===== src/rtl/pkt_field_extractor_if.sv =====
// rtl/pkt_field_extractor_if.sv - packet-memory read bus between extractor and packet RAM
interface pkt_field_extractor_if #(
    parameter int ADDR_W = 11
);
    logic              memRdEn;
    logic [ADDR_W-1:0] memRdAddr;
    logic [7:0]        memRdData;

    modport master (output memRdEn, output memRdAddr, input  memRdData);
    modport slave  (input  memRdEn, input  memRdAddr, output memRdData);
endinterface


===== src/rtl/pkt_field_extractor.sv =====
// rtl/pkt_field_extractor.sv - parses a packet from memory into six 16-bit fields
// Optional PKT_CHECKSUM_EN: reads byte 13 and requires it to equal the XOR of bytes 0-12.
module pkt_field_extractor #(
    parameter int         ADDR_W    = 11,
    parameter logic [7:0] HB_TYPE   = 8'h01,
    parameter logic [7:0] DATA_TYPE = 8'h02
) (
    input  logic                  clk,
    input  logic                  nrst,
    input  logic                  pktStart,
    input  logic [ADDR_W-1:0]     pktBaseAddr,
    pkt_field_extractor_if.master mem,
    output logic [15:0]           fSourceID,
    output logic [15:0]           fSourceHops,
    output logic [15:0]           fQValue,
    output logic [15:0]           fEnergyLeft,
    output logic [15:0]           fHopsFromCH,
    output logic [15:0]           fChosenCH,
    output logic                  en,
    output logic                  HB_Reset,
    output logic                  busy,
    output logic                  badPkt
);
`ifdef PKT_CHECKSUM_EN
    localparam int N = 14;
`else
    localparam int N = 13;
`endif
    localparam logic [3:0] LAST = 4'(N - 1);

    typedef enum logic [1:0] {IDLE, FETCH, CHECK, ISSUE} state_t;

    state_t      state;
    logic [3:0]  rd_cnt;
    logic [3:0]  rd_idx;
    logic [3:0]  idx_m1;
    logic        rd_vld;
    logic [7:0]  pkt_type;
    logic [15:0] sh [6];
    logic        csum_ok;

`ifdef PKT_CHECKSUM_EN
    logic [7:0]  csum_acc;
    logic [7:0]  csum_rx;
    assign csum_ok = (csum_acc == csum_rx);
`else
    assign csum_ok = 1'b1;
`endif

    // Byte i (1..12) belongs to word (i-1)/2; odd bytes are the high half.
    assign idx_m1 = rd_idx - 4'd1;

    always_ff @(posedge clk or posedge nrst) begin
        if (nrst) begin
            state         <= IDLE;
            rd_cnt        <= '0;
            rd_idx        <= '0;
            rd_vld        <= 1'b0;
            pkt_type      <= '0;
            for (int i = 0; i < 6; i++) sh[i] <= '0;
            mem.memRdEn   <= 1'b0;
            mem.memRdAddr <= '0;
            fSourceID     <= '0;
            fSourceHops   <= '0;
            fQValue       <= '0;
            fEnergyLeft   <= '0;
            fHopsFromCH   <= '0;
            fChosenCH     <= '0;
            en            <= 1'b0;
            HB_Reset      <= 1'b0;
            busy          <= 1'b0;
            badPkt        <= 1'b0;
`ifdef PKT_CHECKSUM_EN
            csum_acc      <= '0;
            csum_rx       <= '0;
`endif
        end else begin
            en       <= 1'b0;
            HB_Reset <= 1'b0;
            badPkt   <= 1'b0;
            rd_vld   <= mem.memRdEn;
            rd_idx   <= rd_cnt;

            if (rd_vld) begin
                if (rd_idx == 4'd0)
                    pkt_type <= mem.memRdData;
                else if (rd_idx <= 4'd12) begin
                    if (rd_idx[0]) sh[idx_m1[3:1]][15:8] <= mem.memRdData;
                    else           sh[idx_m1[3:1]][7:0]  <= mem.memRdData;
                end
`ifdef PKT_CHECKSUM_EN
                if (rd_idx == LAST) csum_rx  <= mem.memRdData;
                else                csum_acc <= csum_acc ^ mem.memRdData;
`endif
            end

            case (state)
                IDLE: begin
                    busy <= 1'b0;
                    // busy is still high during a badPkt strobe cycle, so starts there are dropped too
                    if (pktStart && !busy) begin
                        mem.memRdEn   <= 1'b1;
                        mem.memRdAddr <= pktBaseAddr;
                        rd_cnt        <= '0;
                        busy          <= 1'b1;
                        state         <= FETCH;
`ifdef PKT_CHECKSUM_EN
                        csum_acc      <= '0;
`endif
                    end
                end
                FETCH: begin
                    if (mem.memRdEn) begin
                        if (rd_cnt == LAST) begin
                            mem.memRdEn <= 1'b0;
                        end else begin
                            mem.memRdAddr <= mem.memRdAddr + 1'b1;
                            rd_cnt        <= rd_cnt + 4'd1;
                        end
                    end
                    if (rd_vld && rd_idx == LAST) state <= CHECK;
                end
                CHECK: begin
                    if (csum_ok && pkt_type == DATA_TYPE) begin
                        en          <= 1'b1;
                        fSourceID   <= sh[0];
                        fSourceHops <= sh[1];
                        fQValue     <= sh[2];
                        fEnergyLeft <= sh[3];
                        fHopsFromCH <= sh[4];
                        fChosenCH   <= sh[5];
                        state       <= ISSUE;
                    end else if (csum_ok && pkt_type == HB_TYPE) begin
                        HB_Reset <= 1'b1;
                        state    <= ISSUE;
                    end else begin
                        badPkt <= 1'b1;
                        state  <= IDLE;
                    end
                end
                ISSUE: begin
                    busy  <= 1'b0;
                    state <= IDLE;
                end
                default: state <= IDLE;
            endcase
        end
    end
endmodule


===== src/flat_wrapper.sv =====
// flat-port wrapper written by rule: the top's interface ports become plain ports
module pkt_field_extractor_flat 
#(
    parameter int         ADDR_W    = 11,
    parameter logic [7:0] HB_TYPE   = 8'h01,
    parameter logic [7:0] DATA_TYPE = 8'h02
)
  (clk, nrst, pktStart, pktBaseAddr, fSourceID, fSourceHops, fQValue, fEnergyLeft, fHopsFromCH, fChosenCH, en, HB_Reset, busy, badPkt, mem_memRdEn, mem_memRdAddr, mem_memRdData);
  pkt_field_extractor_if #(.ADDR_W(ADDR_W)) mem_i ();
  input  logic clk;
  input  logic nrst;
  input  logic pktStart;
  input  logic [ADDR_W-1:0] pktBaseAddr;
  output logic [15:0] fSourceID;
  output logic [15:0] fSourceHops;
  output logic [15:0] fQValue;
  output logic [15:0] fEnergyLeft;
  output logic [15:0] fHopsFromCH;
  output logic [15:0] fChosenCH;
  output logic en;
  output logic HB_Reset;
  output logic busy;
  output logic badPkt;
  output wire logic [$bits(mem_i.memRdEn)-1:0] mem_memRdEn;
  output wire logic [$bits(mem_i.memRdAddr)-1:0] mem_memRdAddr;
  input wire logic [$bits(mem_i.memRdData)-1:0] mem_memRdData;
  assign mem_memRdEn = mem_i.memRdEn;
  assign mem_memRdAddr = mem_i.memRdAddr;
  assign mem_i.memRdData = mem_memRdData;
  pkt_field_extractor #(.ADDR_W(ADDR_W), .HB_TYPE(HB_TYPE), .DATA_TYPE(DATA_TYPE)) u_core (.clk(clk), .nrst(nrst), .pktStart(pktStart), .pktBaseAddr(pktBaseAddr), .mem(mem_i), .fSourceID(fSourceID), .fSourceHops(fSourceHops), .fQValue(fQValue), .fEnergyLeft(fEnergyLeft), .fHopsFromCH(fHopsFromCH), .fChosenCH(fChosenCH), .en(en), .HB_Reset(HB_Reset), .busy(busy), .badPkt(badPkt));
endmodule

===== config.mk =====
export PLATFORM = sky130hd
export DESIGN_NAME = pkt_field_extractor_flat
export DESIGN_NICKNAME = d
export VERILOG_FILES = /design/src/rtl/pkt_field_extractor_if.sv /design/src/rtl/pkt_field_extractor.sv /design/src/flat_wrapper.sv
export SDC_FILE = /design/constraint.sdc
export NUM_CORES = 1
export LEC_CHECK = 0
export BUFFER_PORTS_ARGS = -buffer_cell sky130_fd_sc_hd__buf_2
export CAP_MARGIN = 20
export CORE_MARGIN = 2
export CORE_UTILIZATION = 61
export CTS_CLUSTER_DIAMETER = 50
export DETAILED_ROUTE_END_ITERATION = 10
export PLACE_DENSITY = 0.84
export SYNTH_ARGS = -nofsm -noshare
export SYNTH_HDL_FRONTEND = slang
export SYNTH_SLANG_ARGS = --single-unit

===== constraint.sdc =====
create_clock -name clk -period 10.9 [get_ports clk]
set_input_delay 1.09 -clock clk [delete_from_list [all_inputs] [get_ports clk]]
set_output_delay 1.09 -clock clk [all_outputs]
set_load 0.05 [all_outputs]

Word-level counts from Yosys, hierarchy flattened
Index checks and enable logic that the tools add are counted.

Bitwise logic cells: 2. Muxes and demuxes: 34. Add/subtract/negate cells: 3. Magnitude comparators: 3. Reductions and logical operators: 14. Equality and inequality tests: 11.

Operators by type and width (count): bitwise mux 96 bit (2); demux 16 bit (select 3 bit) (2); two-way mux 96 bit (1); two-way mux 11 bit (3); case mux 11 bit (2 select lines) (1); two-way mux 16 bit (1); two-way mux 1 bit (12); two-way mux 4 bit (3); adder 11 x 1 -> 11 bit (second input constant) (1); == test 4 bit (second input constant) (2); == test 8 x 1 -> 1 bit (second input constant) (1); == test 8 x 2 -> 1 bit (second input constant) (1); two-way mux 2 bit (4); two-way mux 8 bit (1); case mux 2 bit (4 select lines) (1); case mux 4 bit (2 select lines) (1); AND reduction 2 bit (4); inequality test 2 x 1 -> 1 bit (second input constant) (3); adder 4 x 1 -> 4 bit (second input constant) (1); == test 2 bit (second input constant) (2); >= comparator 4 bit (second input constant) (1); less-or-equal comparator 4 bit (second input constant) (1); logical NOT 4 bit (1); < comparator 4 x 1 -> 1 bit (second input constant) (1); 12 further kinds (16).

Bits of input ports: 22. Output and inout bits: 112. Logic and storage cells: 90. Bits in registers: 227.

Longest topological paths before layout
Gate-level depths: netlist (run 1).

Word-level depth: 8. Gate-level depth with buffers: 9. Depth with buffers taken out: 7.

Least setup slack after synthesis (run 1)
OpenSTA, ideal clock, no wires.

Kind: input to register. Start: in pktStart. End: reg u_core.mem.memRdAddr[0]. Stages on the path: 6. Buffers on the path: 1. Data required time: 10.752 ns. Path slack: 8.709 ns. Setup time: 0.148 ns. Arrival time: 2.043 ns. Cells stage by stage: nand2b_1 and2_1 or3_1 clkbuf_1 o21ai_0 o21ai_0.

Word-level cells in the longest chain between the ends: 3.

RTL lines: start: declaration (RTL line flat_wrapper.sv:12) `input logic pktStart;`; logical AND 1 bit (RTL line pkt_field_extractor.sv:101) `if (pktStart && !busy) begin`; inequality test 2 x 1 -> 1 bit (no source line); AND reduction 4 bit (no source line); end signal: assignment (RTL line pkt_field_extractor.sv:103) `mem.memRdAddr <= pktBaseAddr;`; end signal: assignment (RTL line pkt_field_extractor.sv:117) `mem.memRdAddr <= mem.memRdAddr + 1'b1;`; end: declaration (RTL line pkt_field_extractor_if.sv:9) `modport master (output memRdEn, output memRdAddr, input memRdData);`.

No other way between the ends. A chain may end at the register's enable or synchronous reset.

Worst setup path after layout (run 1)
Start: reg u_core.state[0]. End: reg u_core.fHopsFromCH[5].

Word-level cells in the longest chain between the ends: 2.

RTL lines: start: declaration (RTL line pkt_field_extractor.sv:33) `state_t state;`; start signal: assignment (RTL line pkt_field_extractor.sv:55) `state <= IDLE;`; start signal: assignment (RTL line pkt_field_extractor.sv:106) `state <= FETCH;`; start signal: assignment (RTL line pkt_field_extractor.sv:121) `if (rd_vld && rd_idx == LAST) state <= CHECK;`; == test 2 bit (RTL line pkt_field_extractor.sv:97) `case (state)`; AND reduction 2 bit (no source line); end signal: assignment (RTL line pkt_field_extractor.sv:130) `fHopsFromCH <= sh[4];`; end: declaration (RTL line pkt_field_extractor.sv:17) `output logic [15:0] fHopsFromCH,`.

No other way between the ends.

==> results of run 1 <==
[critical path, stage by stage (launching register included)]
cell	delay (ns)
dfrtp_1	0.42
inv_1	0.11
ha_1	0.22
nand4_1	0.12
or3b_4	0.59
buf_4	0.80
mux2_2	0.42
[how the worst min path moves through the flow]
stage	from	to	cells after the start
6_report	u_core.rd_cnt[1]	u_core.rd_idx[1]	0
2_1_floorplan	u_core.rd_cnt[1]	u_core.rd_idx[1]	0
3_5_place_dp	u_core.rd_cnt[1]	u_core.rd_idx[1]	0
4_1_cts	u_core.rd_cnt[1]	u_core.rd_idx[1]	0
3_3_place_gp	u_core.rd_cnt[1]	u_core.rd_idx[1]	0
5_1_grt	u_core.rd_cnt[1]	u_core.rd_idx[1]	0
[synth_stat cells, drive strengths merged]
| cell type | number |
|---|---|
| or3b | 1 |
| nand2b | 10 |
| mux2 | 201 |
| a21oi | 19 |
| and4 | 2 |
| o21a | 1 |
| o21ai | 14 |
| dfrtp | 227 |
| o31ai | 2 |
| o22a | 1 |
| ha | 10 |
| a41oi | 1 |
| nand2 | 20 |
| inv | 13 |
| and2 | 1 |
| a32o | 1 |
| or3 | 1 |
| xor2 | 1 |
| mux2i | 4 |
| and3 | 5 |
| nor2 | 16 |
| nand4 | 3 |
| a31oi | 5 |
| buf | 19 |
| nor3 | 4 |
| a211oi | 2 |
| or2 | 1 |
| clkbuf | 13 |
| nor3b | 1 |
| a2bb2oi | 2 |
| nand3 | 14 |
| nor2b | 2 |
| o22ai | 4 |
[final cells by class]
cell class | count | area (um^2) | share of cell area
multi-input combinational | 349 | 3290 | 0.307
clock inverter | 10 | 57.6 | 0.00537
tap | 184 | 230 | 0.0215
sequential | 227 | 5680 | 0.530
clock buffer | 31 | 666 | 0.0621
inverter | 13 | 56.3 | 0.00525
timing repair buffer | 138 | 747 | 0.0696
[cell families (layout without fill, tap and decap cells)]
logic type / count (synthesis) / after routing / synth area share
AO/OA/AOI/OAI: 52 / 52 / 0.0331
XOR/XNOR: 1 / 1 / 0.000954
adder cells (fa/ha/maj): 10 / 10 / 0.0136
buffers and inverters: 45 / 192 / 0.0236
flip-flops: 227 / 227 / 0.619
multiplexers: 205 / 205 / 0.263
AND/OR/NAND/NOR: 81 / 81 / 0.0470
[routing by layer]
| metal | vias to the layer above | share of wire | track usage |
|---|---|---|---|
| met5 | - | 0 | 0 |
| met4 | 0 | 0.023 | 0.0743 |
| met3 | 39 | 0.053 | 0.0363 |
| met2 | 170 | 0.49 | 0.382 |
| met1 | 2804 | 0.44 | 0.333 |
| li1 | 2457 | - | - |
[sequential cells by signal, summed over array words and instances, names as in the netlist]
signal,cells
u_core.HB_Reset,1
u_core.badPkt,1
u_core.busy,1
u_core.en,1
u_core.fChosenCH,16
u_core.fEnergyLeft,16
u_core.fHopsFromCH,16
u_core.fQValue,16
u_core.fSourceHops,16
u_core.fSourceID,16
u_core.mem.memRdAddr,11
u_core.mem.memRdEn,1
u_core.pkt_type,8
u_core.rd_cnt,4
u_core.rd_idx,4
u_core.rd_vld,1
u_core.sh,96
u_core.state,2
[cell usage in the layout (no fill, tap or decap), types with 3 or more instances in the layout]
cell type  instances
dfrtp_1          227
mux2_2           172
buf_2            133
mux2_4            29
clkbuf_16         23
nand2_1           20
a21oi_1           19
nand3_1           14
o21ai_0           14
inv_1             12
nor2_1            11
nand2b_1          10
ha_1              10
clkinv_2           8
clkbuf_8           6
and3_1             5
nor2_2             5
a31oi_1            5
mux2i_1            4
o22ai_1            4
nand4_1            3
[per-stage QoR]
step	instances	total power, mW
global route	952	1.70
detailed placement	908	0.916
finish	952	1.64
CTS	949	1.66
floorplan	621	0.898
global placement	908	0.913
[where the power goes]
group / switching, mW / internal [mW] / total (mW) / leakage (nW)
Sequential: 0.00572 / 0.852 / 0.858 / 3.04
Combinational: 0.0307 / 0.0120 / 0.0427 / 2.33
Clock: 0.315 / 0.428 / 0.743 / 0.369
==> metrics.md, run 1 <==
| Metric | Value |
|---|---|
| Outcome | `completed` |
| DRC Markers | `0` |
| Starting Density | `0.627` |
| Clk_lat worst skew | `0.51 ns` |
| Area grow syn2layout | `16.9%` |
| FMAX | `354 MHz` |
| Most area-hungry cell type in the Yosys netlist | `dfrtp_1` |
| Max Transition Viols Final | `0` |
| Die width | `127 um` |
| Wirelength per Cell | `19.6 um` |
| Max clock buf depth | `3` |
| R2R Setup Slk | `8.07 ns` |
| CP startpoint kind | `flip-flop` |
| Syn Std Cell Area | `9180 um^2` |
| Hold WC Path Type | `reg2reg` |
| Pwr dens | `153 nW/um^2` |
| Required @ worst endpoint | `11.28 ns` |
| Hold Fails Final Rpt | `0` |
| Die area | `16000 um^2` |
| Dpl ws | `7.65 ns` |
| # setup viols final | `0` |
| Crit path capture type | `flip-flop` |
| HPWL after DPL | `11900 um` |
| First-pass GRT wire length | `30100 um` |
| Seq cells post-synth | `227` |
| CP Class | `reg2reg` |
| Final min period | `2.83 ns` |
| Die Span Y | `127 um` |
| Post-synthesis net count | `653` |
| Clock-pin slew on the worst setup and hold paths | `0.06 ns` |
| Maximum VDD drop | `0.100 mV` |
| Largest net degree at the start of global routing | `141` |
| Gp weighted congestion | `0.859` |
| Worst-Margin Slew | `0.925 ns` |
| Cells after Synth | `621` |
| Synth cell types | `39` |
| Via count | `5470` |
| R2R depth | `6` |
| Worst setup margin | `8.07 ns` |
| Worst R2R End | `u_core.fHopsFromCH[5]` |
| Worst r2r src | `u_core.state[0]` |
| H-tree level count | `1` |
| Setup Skew | `0.0115 ns` |
| Initial DRC Count | `414` |
| Critical path arrival | `3.21 ns` |
| I/O pin cnt | `134` |
| Placeable Area | `14600 um^2` |
| Hold-fix buffers, CTS | `0` |
| Root buf cell | `clkbuf_16` |
| Final Core Density | `0.732` |
| Critical Path Fanout Max | `55` |
| 1st-pass router iterations | `4` |
| RSZ-0062 raised after global routing | `no` |
| Num CTS Buffers | `23` |
| Setup crit end | `u_core.fHopsFromCH[5]` |
| Post-DP Area | `9940 um^2` |
| Fin area | `10700 um^2` |
| Synth warn | `0` |
| Setup TNS | `0 ns` |
| Yosys top cell area share | `0.619` |
| Final net count | `784` |
| Vias in the first global route | `5704` |
| CTS tree | `built` |
| Antenna cells | `0` |
| Leak pwr | `5.75 nW` |
| Post-route clock period utilization | `0.259` |
| Average vias per placed instance | `5.75` |
| Sequential area share after synthesis | `0.619` |
| Slew HR | `0.383` |
| Max-capacitance violation count | `0` |
| Initial antenna violation count | `0` |
| Total GRT Usage | `0.235` |
| Layout cells sized above 1 | `0.507` |
| IO Port Bufs | `133` |
| Fill cell count | `925` |
| Critical path startpoint | `u_core.state[0]` |
| Post-CTS Setup Inserts | `0` |
| Post-DRT Antenna Nets | `0` |
| Hold slack | `0.442 ns` |
| Final WL | `18600 um` |
| # rows | `44` |
| Synth area leaders | `dfrtp_1 62%, mux2_2 21%, mux2_4 4.7%` |
| Grt total ovfl | `0` |
| Syn_area_per_cell | `14.8 um^2` |
| Post-CTS sizing | `0` |
| Num Clock Sinks | `227` |
Power figures use the tool's default switching activity.
==> run 2: changes to the inputs <==
- ABC_AREA: unset -> 1
- CORE_UTILIZATION: 61 -> 51
- PLACE_DENSITY: 0.84 -> 0.75
- clock period: 10.9 -> 2.4 ns (I/O delays scaled with it)
==> metrics.md, run 2 <==
| Metric | Value |
|---|---|
| CP startpoint kind | `flip-flop (unchanged)` |
| Critical path arrival | `2.46 ns (was 3.21 ns)` |
| CP Cell Sequence | `inv_2, ha_1, clkinv_1, buf_4, nand4_1, nor2_1, o21ai_0 (was inv_1, ha_1, nand4_1, or3b_4, buf_4, mux2_2)` |
| Required @ worst endpoint | `2.74 ns (was 11.28 ns)` |
| Vias in the first global route | `6954 (was 5704)` |
| Post-synthesis net count | `1092 (was 653)` |
| Top reg by flops | `u_core.sh (unchanged)` |
| Hold Fails Final Rpt | `0 (unchanged)` |
| Starting Density | `0.519 (was 0.627)` |
| Yosys top cell area share | `0.609 (was 0.619)` |
| Post-CTS Setup Inserts | `0 (unchanged)` |
| IO Port Bufs | `133 (unchanged)` |
| Syn_area_per_cell | `8.80 um^2 (was 14.8 um^2)` |
| Max clock buf depth | `3 (unchanged)` |
| Die width | `139 um (was 127 um)` |
| HPWL after DPL | `13100 um (was 11900 um)` |
| # rows | `49 (was 44)` |
| FMAX | `471 MHz (was 354 MHz)` |
| Num Clock Sinks | `227 (unchanged)` |
| Post-route clock period utilization | `0.885 (was 0.259)` |
| Register Area | `5680 um^2 (unchanged)` |
| R2R depth | `7 (was 6)` |
| Syn Std Cell Area | `9330 um^2 (was 9180 um^2)` |
| Pwr dens | `1150 nW/um^2 (was 153 nW/um^2)` |
| Grt total ovfl | `0 (unchanged)` |
| Commonest non-fill, non-tap cell in the layout | `nand2_1 (was dfrtp_1)` |
| Post-synthesis async set-or-reset flop share | `1.00 (unchanged)` |
| First-pass GRT wire length | `34700 um (was 30100 um)` |
| Final Core Density | `0.617 (was 0.732)` |
| Multi-input gate area | `3140 um^2 (was 3290 um^2)` |
| Slowest-stage cell, CP | `nor2_1 (was buf_4)` |
| Post-CTS sizing | `0 (unchanged)` |
| Slew HR | `0.367 (was 0.383)` |
| Largest register FFs | `96 (unchanged)` |
| Leak pwr | `5.99 nW (was 5.75 nW)` |
| Synth warn | `0 (unchanged)` |
| Seq cells post-synth | `227 (unchanged)` |
| Max Transition Viols Final | `0 (unchanged)` |
| Post-DRT Antenna Nets | `0 (unchanged)` |
| H-tree level count | `1 (unchanged)` |
| Average vias per placed instance | `5.04 (was 5.75)` |
| DRC Markers | `0 (unchanged)` |
| Synth cell types | `29 (was 39)` |
| Final WL | `20600 um (was 18600 um)` |
| I/O pin cnt | `134 (unchanged)` |
| Initial antenna violation count | `0 (unchanged)` |
| Cells after Synth | `1060 (was 621)` |
| Layout cells sized above 1 | `0.176 (was 0.507)` |
| 1st-pass router iterations | `5 (was 4)` |
| Maximum VDD drop | `0.825 mV (was 0.100 mV)` |
| Crit path capture type | `flip-flop (unchanged)` |
| Top-count cell post-synth | `nand2_1 (was dfrtp_1)` |
| Wirelength per Cell | `14.3 um (was 19.6 um)` |
| Final min period | `2.12 ns (was 2.83 ns)` |
| RSZ-0062 raised after global routing | `no (unchanged)` |
| Via count | `7241 (was 5470)` |
| Antenna cells | `0 (unchanged)` |
| Post-synth top cells | `431 x nand2_1, 227 x dfrtp_1, 92 x o21ai_0 (was 227 x dfrtp_1, 172 x mux2_2, 29 x mux2_4)` |
| Total GRT Usage | `0.215 (was 0.235)` |
| Sequential area share after synthesis | `0.609 (was 0.619)` |
| Dpl ws | `0.311 ns (was 7.65 ns)` |
| Num CTS Buffers | `25 (was 23)` |
| Largest net degree at the start of global routing | `107 (was 141)` |
| Die Span Y | `139 um (was 127 um)` |
| Worst hold path stage count | `5 (was 0)` |
| Critical Path Max Stage Delay | `0.66 ns (was 0.80 ns)` |
| Number of synthesized flops with an enable pin | `0 (unchanged)` |
| Clk_lat worst skew | `0.50 ns (was 0.51 ns)` |
| CP Class | `reg2reg (unchanged)` |
| Synth area leaders | `dfrtp_1 61%, nand2_1 17%, o21ai_0 4.9% (was dfrtp_1 62%, mux2_2 21%, mux2_4 4.7%)` |
| Synth Flop Type | `dfrtp_1 (unchanged)` |
| Max-capacitance violation count | `0 (unchanged)` |
| Most area-hungry cell type in the Yosys netlist | `dfrtp_1 (unchanged)` |
| # setup viols final | `0 (unchanged)` |
| CTS tree | `built (unchanged)` |
| Worst setup margin | `0.276 ns (was 8.07 ns)` |
| Critical Path Fanout Max | `16 (was 55)` |
| Gp weighted congestion | `0.800 (was 0.859)` |
| Post-DP Area | `10200 um^2 (was 9940 um^2)` |
| Final net count | `1221 (was 784)` |
| Initial DRC Count | `705 (was 414)` |
| Hold WC Path Type | `in2reg (was reg2reg)` |
| Total power | `12.7 mW (was 1.64 mW)` |
| Area grow syn2layout | `18.7% (was 16.9%)` |
| Setup TNS | `0 ns (unchanged)` |
| Setup Skew | `0.0125 ns (was 0.0115 ns)` |
| Outcome | `completed (unchanged)` |
| Fill cell count | `1517 (was 925)` |
| Clock-pin slew on the worst setup and hold paths | `0.06 ns (about the same)` |
| Worst-Margin Slew | `0.949 ns (was 0.925 ns)` |
| Fin area | `11100 um^2 (was 10700 um^2)` |
| Root buf cell | `clkbuf_16 (unchanged)` |
| Die area | `19400 um^2 (was 16000 um^2)` |
| Placeable Area | `18000 um^2 (was 14600 um^2)` |
| Most frequent cells in the layout | `431 x nand2_1, 227 x dfrtp_1, 133 x buf_2 (was 227 x dfrtp_1, 172 x mux2_2, 133 x buf_2)` |
==> run 2: cell types whose count changed after synthesis, moves of 6 or more <==
cell	delta
a21oi_1	-9
buf_4	+7
clkbuf_1	+14
inv_1	+61
mux2_2	-172
mux2_4	-29
nand2_1	+411
nand2b_1	-10
nand3_1	+68
nand4_1	+6
nor2_1	+25
o21ai_0	+78
o21ai_1	+8
==> run 2: repair_timing <==
item | CTS | global route
setup endpoints to repair | 0 | 0
hold buffers | 1 | 0
endpoints found under the hold margin | 227 | 0
==> run 2: path summary, 6_finish.rpt <==
check                                          endpoint  slack, ns        startpoint
min in group asynchronous                 u_core.sh[56]       0.45              nrst
max in group asynchronous          u_core.fSourceID[13]       1.56              nrst
worst min-delay path            u_core.mem.memRdAddr[2]       0.05    pktBaseAddr[2]
worst min register to register         u_core.rd_idx[1]       0.44  u_core.rd_cnt[1]
worst max-delay path                      u_core.sh[76]       0.28  u_core.rd_idx[0]
worst max register to register            u_core.sh[76]       0.28  u_core.rd_idx[0]
==> run 2: cell type report <==
type / count / area share
flip-flops and latches: 227 / 0.513
multi-input cells: 706 / 0.283
repair buffers: 151 / 0.0770
clock inverters: 8 / 0.00757
clock buffers: 37 / 0.0669
inverters: 78 / 0.0268
well taps: 229 / 0.0259
==> run 2: power by group <==
part	internal (mW)	leakage [nW]	switching [mW]	total, mW
Clock	2.25	0.395	1.49	3.74
Sequential	4.81	2.76	0.575	5.38
Combinational	1.06	2.83	2.55	3.61
==> run 2: stage by stage <==
step                      hold WS [ns]  std cells
after global placement           0.428       1390
after floorplan                  0.361       1060
final                           0.0472       1436
after detailed placement         0.424       1390
after CTS                       0.0346       1436
after global routing            0.0683       1436
==> run 2: kinds of logic after synthesis <==
group / synth area share
adders and majority gates: 0.0134
AOI/OAI and AO/OA: 0.0630
muxes: 0.00107
xor gates and xnor gates: 0.00375
buffers and inverters: 0.0563
and+or+nand+nor: 0.253
DFF: 0.609
==> run 2: routing by layer <==
metal,up-vias,track usage,share of wire
met3,27,0.0375,0.059
met4,0,0.0484,0.017
met2,192,0.357,0.48
li1,3594,-,-
met1,3428,0.299,0.45
met5,-,0,0
==> run 2: worst max-delay path, delay by kind of cell, from the launching register on <==
| kind | cells | cell delay (ns) |
|---|---|---|
| flops | 1 | 0.39 |
| buf+inv | 3 | 0.37 |
| simple gates | 2 | 0.75 |
| fa+ha+maj | 1 | 0.26 |
| compound gates | 1 | 0.19 |
